==> src/rtl/sseg_pkg.sv <==
// Shared definitions for the serial seven-segment display driver.
package sseg_pkg;

    localparam int NDIG = 8;

    // Active-high gfedcba patterns for hex digits 0..F.
    localparam logic [6:0] HEX_FONT [16] = '{
        7'h3F, 7'h06, 7'h5B, 7'h4F, 7'h66, 7'h6D, 7'h7D, 7'h07,
        7'h7F, 7'h6F, 7'h77, 7'h7C, 7'h39, 7'h5E, 7'h79, 7'h71
    };

    typedef enum logic {
        IDLE  = 1'b0,
        SHIFT = 1'b1
    } sseg_state_e;

endpackage

==> src/rtl/hex7seg.sv <==
// One digit: hex value plus decimal point to an active-low segment byte {dp, gfedcba}.
module hex7seg
    import sseg_pkg::*;
(
    input  logic [3:0] val,
    input  logic       dp,
    input  logic       blank,
    output logic [7:0] seg
);

    always_comb begin
        seg = {~dp, ~HEX_FONT[val]};
        if (blank) seg = 8'hFF;
    end

endmodule

==> src/rtl/sseg_dev.sv <==
// Serial driver for an 8-digit seven-segment shift chain: encodes the hex word
// and shifts the 64-bit frame out MSB first on each Start rising edge.
module sseg_dev
    import sseg_pkg::*;
#(
    parameter int CLK_HALF = 1
) (
    input  logic        clk,
    input  logic        rst,
    input  logic        Start,
    input  logic        flash,
    input  logic [31:0] Hexs,
    input  logic [7:0]  point,
    input  logic [7:0]  LES,
    output logic        seg_clk,
    output logic        seg_clrn,
    output logic        seg_sout,
    output logic        SEG_PEN
);

    localparam int          FRAME_W = 8 * NDIG;
    localparam logic [5:0]  BIT_LAST = 6'(FRAME_W - 1);
    localparam logic [15:0] PH_LAST  = 16'(CLK_HALF - 1);

    logic [FRAME_W-1:0] frame_p0;
    logic [FRAME_W-1:0] shreg_p1;
    sseg_state_e        state;
    logic               start_q1;
    logic               start_q2;
    logic               start_edge;
    logic [5:0]         bit_cnt;
    logic [15:0]        ph_cnt;

    // Stage p0: per-digit encoding, digit 7 lands in the top byte.
    for (genvar i = 0; i < NDIG; i++) begin : g_dig
        hex7seg u_hex7seg (
            .val   (Hexs[4*i +: 4]),
            .dp    (point[i]),
            .blank (LES[i] & flash),
            .seg   (frame_p0[8*i +: 8])
        );
    end

    // Edge detection works on registered Start, so a rise in the final SHIFT
    // cycle is still seen once the FSM is back in IDLE.
    assign start_edge = start_q1 & ~start_q2;

    // Stage p1: frame capture and serial shift.
    always_ff @(posedge clk) begin
        if (rst) begin
            state    <= IDLE;
            start_q1 <= 1'b0;
            start_q2 <= 1'b0;
            bit_cnt  <= '0;
            ph_cnt   <= '0;
            seg_clk  <= 1'b0;
            seg_sout <= 1'b0;
            seg_clrn <= 1'b0;
            SEG_PEN  <= 1'b0;
        end else begin
            start_q1 <= Start;
            start_q2 <= start_q1;
            seg_clrn <= 1'b1;
            case (state)
                IDLE: begin
                    seg_clk  <= 1'b0;
                    seg_sout <= 1'b0;
                    SEG_PEN  <= 1'b1;
                    bit_cnt  <= '0;
                    ph_cnt   <= '0;
                    if (start_edge) begin
                        state    <= SHIFT;
                        shreg_p1 <= frame_p0;
                        seg_sout <= frame_p0[FRAME_W-1];
                        SEG_PEN  <= 1'b0;
                    end
                end
                SHIFT: begin
                    if (ph_cnt != PH_LAST) begin
                        ph_cnt <= ph_cnt + 16'd1;
                    end else begin
                        ph_cnt <= '0;
                        if (!seg_clk) begin
                            seg_clk <= 1'b1;
                        end else if (bit_cnt == BIT_LAST) begin
                            state    <= IDLE;
                            seg_clk  <= 1'b0;
                            seg_sout <= 1'b0;
                            SEG_PEN  <= 1'b1;
                        end else begin
                            bit_cnt  <= bit_cnt + 6'd1;
                            seg_clk  <= 1'b0;
                            seg_sout <= shreg_p1[FRAME_W-2];
                            shreg_p1 <= shreg_p1 << 1;
                        end
                    end
                end
                default: state <= IDLE;
            endcase
        end
    end

endmodule

==> config.mk <==
export PLATFORM = sky130hd
export DESIGN_NAME = sseg_dev
export DESIGN_NICKNAME = d
export VERILOG_FILES = /design/src/rtl/sseg_pkg.sv /design/src/rtl/hex7seg.sv /design/src/rtl/sseg_dev.sv
export SDC_FILE = /design/constraint.sdc
export NUM_CORES = 1
export LEC_CHECK = 0
export ABC_AREA = 1
export BUFFER_PORTS_ARGS = -buffer_cell sky130_fd_sc_hd__buf_2
export CORE_MARGIN = 2
export CORE_UTILIZATION = 55
export DETAILED_ROUTE_END_ITERATION = 7
export GPL_ROUTABILITY_DRIVEN = 0
export PLACE_DENSITY_LB_ADDON = 0.1
export SYNTH_ARGS = -nofsm -noshare
export SYNTH_HDL_FRONTEND = slang
export SYNTH_HIERARCHICAL = 1
export SYNTH_SLANG_ARGS = --single-unit
==> constraint.sdc <==
create_clock -name clk -period 4.6 [get_ports clk]
set_input_delay 0.69 -clock clk [delete_from_list [all_inputs] [get_ports clk]]
set_output_delay 0.69 -clock clk [all_outputs]
set_load 0.01 [all_outputs]
==> flow_summary.toml <==
[layout]
drive_gt1_share_pct = 14.4
syn_to_final_growth_pct = 7.71
antenna_cells = 0
nets = 1048
reg_top3 = "shreg_p1 (63), ph_cnt (16), bit_cnt (6)"
top_register = "shreg_p1"
largest_register_ffs = 63
fillers = 1131

[sta]
max-slew-margin-rel_pct = 47.1
timing.final.crit_period_ns = 2.63
fin_crit_sh_pct = 57.1
hold_viol = 0
setup_viol = 0
finClkSkew_ns = 0.0111
tns_ns = 0
worst_pin_slew_ns = 0.794
rsz0062_at_grt = "no"
setup_ws_ns = 1.97
fmaxAchievable_ghz = 0.380
slew_viol_final = 0

[worst_setup_path]
reg2reg_setup_slack_ns = 1.97
arrival_ns = 2.59
cp_top_family = "buffers and inverters"
cpPeakStageDelay_ns = 0.75
critPathMaxFanout = 63
path_class = "reg -> reg"
r2r_end = "shreg_p1[1]"
rr_worst_depth = 4
path_common_cell = "buf_4"
critPathCaptureType = "flip-flop"
start_kind = "flip-flop"
cp_data_required_time_ns = 4.56
r2r_start = "state"
cpMaxStageDelayCell = "dfxtp_2"
worst-path-buf-inv = 2
crit_chain = "buf_4 > o21ai_0 > nor2_4 > buf_4"

[routing]
wl_met2_mm = 6.35
first_pass_iters = 5
route.detailed.wl_per_inst_um = 11.9
top_layer = "met4"
drt_iter0_markers = 438
antenna_left = 0
avgViaCountPerCell = 5.15
routed-wl-met3_um = 458
drcViolationCount = 0
drt-met1-wl_mm = 6.12
vias = 5652
wl_mm = 13.1

[yosys]
syn_inst = 911
netlist.top_cell.by_area = "edfxtp_1"
yosys_register_bits = 92
ys.flop_type = "edfxtp_1"
async_reset_ff_share_pct = 0
yosysUniqueCellTypes = 35
ys_warn_count = 6
synth_common_cells = "nand2_1, nand3_1, inv_1, edfxtp_1, ha_1"
syn_area_um2 = 6640
synth.most_common_cell = "nand2_1"
synthDominantCellAreaShare_pct = 28.5
synth_area_leaders = "edfxtp_1, nand2_1, ha_1"
synth_edf_count = 63
syn-num-nets = 1014
syn_avg_cell_area_um2 = 7.29
synth-seq-area-share_pct = 37.2

[placement]
place_hpwl_mm = 9.42
port_buffers = 55
pre_cts_ws_ns = 1.95

[cts]
cts_made_buffers = 9
cts_tree = "done"
cts_buffer_depth = 2
cts_root_buf = "clkbuf_16"
postCtsResizedCells = 0
cts_sinks = 92
cts_hold_buffers = 0
h-tree-depth = 3
cts_setup_buffers = 0
cts.clk_slew.worst_paths_ns = 0.06
insertion_delay_ns = 0.34

[power_and_ir_drop]
power_frac_clock_pct = 33.2
vdd_drop_max_uv = 178
pwr_density_cell_nw_per_um2 = 295
power_switching_uw = 601
p_leak_nw = 3.58
p_comb_share_pct = 19.5
sequentialPowerShare_pct = 47.3
netSwitchingFraction_pct = 28.5
intPower_mw = 1.51

[die]
die_w_um = 114
core-area_um2 = 11900
start_util_pct = 55.7
row_count = 40
die_h_um = 114
dieArea_um2 = 13000
io_pins = 56

[grt]
grt_max_degree = 68
antenna_found_initial = 0
first_global_vias = 5235
grt_pass1_wl_mm = 22.8
gr-total-overflow = 0
track_usage_pct = 21.1

[hold_path]
min_to = "start_q2"
hold_path_depth = 2
min_from = "start_q1"
hp-class = "reg -> reg"

[run_status]
outcome = "finished clean"

[job]
maxCapViolations = 0
==> logic make-up (layout without fill, tap and decap cells) <==
kind of cell | Yosys count | in the layout | share of synthesized area [%]
AO/OA/AOI/OAI | 27 | 27 | 2.49
XOR/XNOR | 7 | 7 | 0.923
adder cells (fa/ha/maj) | 51 | 51 | 9.61
buffers and inverters | 136 | 175 | 10.1
flip-flops | 92 | 92 | 37.2
AND/OR/NAND/NOR | 598 | 598 | 39.6
==> through the flow <==
step	power [mW]	hold WS (ns)	cells	cell area [um2]	util, %
final	2.11	0.430	1097	7150	60.0
after global routing	2.24	0.475	1097	7150	60.0
after CTS	2.13	0.437	1097	7150	60.0
after detailed placement	1.43	0.426	1081	6860	57.6
after global placement	1.42	0.422	1081	6860	57.6
after floorplan	1.33	0.411	911	6640	-
==> worst max-delay path by stage <==
stage               cells after the start  slack [ns]        from            to
floorplan                               6        0.40  bit_cnt[0]   shreg_p1[0]
global placement                        4        2.04       state  shreg_p1[24]
detailed placement                      4        1.95       state  shreg_p1[25]
CTS                                     4        1.94       state  shreg_p1[58]
global route                            4        1.76       state  shreg_p1[58]
finish                                  4        1.97       state   shreg_p1[1]
==> tightest hold or removal path: cells and delay by family, from the launching register on <==
| kind | cells | cell delay, ns |
|---|---|---|
| DFF | 1 | 0.30 |
| buffers and inverters | 1 | 0.06 |
| and+or+nand+nor | 1 | 0.04 |
==> power by group through the flow <==
| stage | clock, mW | sequential (mW) | combinational [mW] |
|---|---|---|---|
| after floorplan | 0 | 1.00 | 0.329 |
| after global placement | 0 | 1.01 | 0.404 |
| final | 0.701 | 0.997 | 0.411 |
| after global routing | 0.755 | 1.00 | 0.477 |
| after CTS | 0.718 | 0.998 | 0.416 |
| after detailed placement | 0 | 1.01 | 0.413 |
==> layout by cell type, fill, tap and decap left out, types with 4 or more instances in the layout <==
master / Yosys / routed
dfxtp_1: 29 / 28
inv_2: 14 / 14
buf_2: 12 / 55
a21oi_1: 11 / 11
ha_1: 51 / 51
nor2_2: 5 / 5
o21ai_1: 4 / 4
nand3_1: 123 / 123
xor2_1: 5 / 5
inv_6: 4 / 5
o211ai_1: 5 / 5
nand2_1: 371 / 371
nor2_1: 48 / 47
o21ai_0: 4 / 4
edfxtp_1: 63 / 63
nand3_2: 16 / 16
nor3_1: 6 / 6
inv_1: 82 / 82
nand2_2: 16 / 16
clkbuf_16: 0 / 10
==> cell type report <==
cell class | count | area, um2 | share of cell area [%]
Clock buffer | 12 | 258 | 3.60
Clock inverter | 4 | 30.0 | 0.420
Tap cell | 147 | 184 | 2.57
Multi-Input combinational cell | 683 | 3500 | 49.0
Timing Repair Buffer | 58 | 298 | 4.16
Sequential cell | 92 | 2470 | 34.6
Inverter | 101 | 407 | 5.69
==> per-layer routing <==
| layer | global-route usage (%) | vias to the layer above |
|---|---|---|
| met5 | 0 | - |
| met4 | 5.45 | 0 |
| met3 | 2.82 | 12 |
| met2 | 36.7 | 119 |
| met1 | 28.0 | 2570 |
| li1 | - | 2951 |
(Power assumes the default switching activity.)
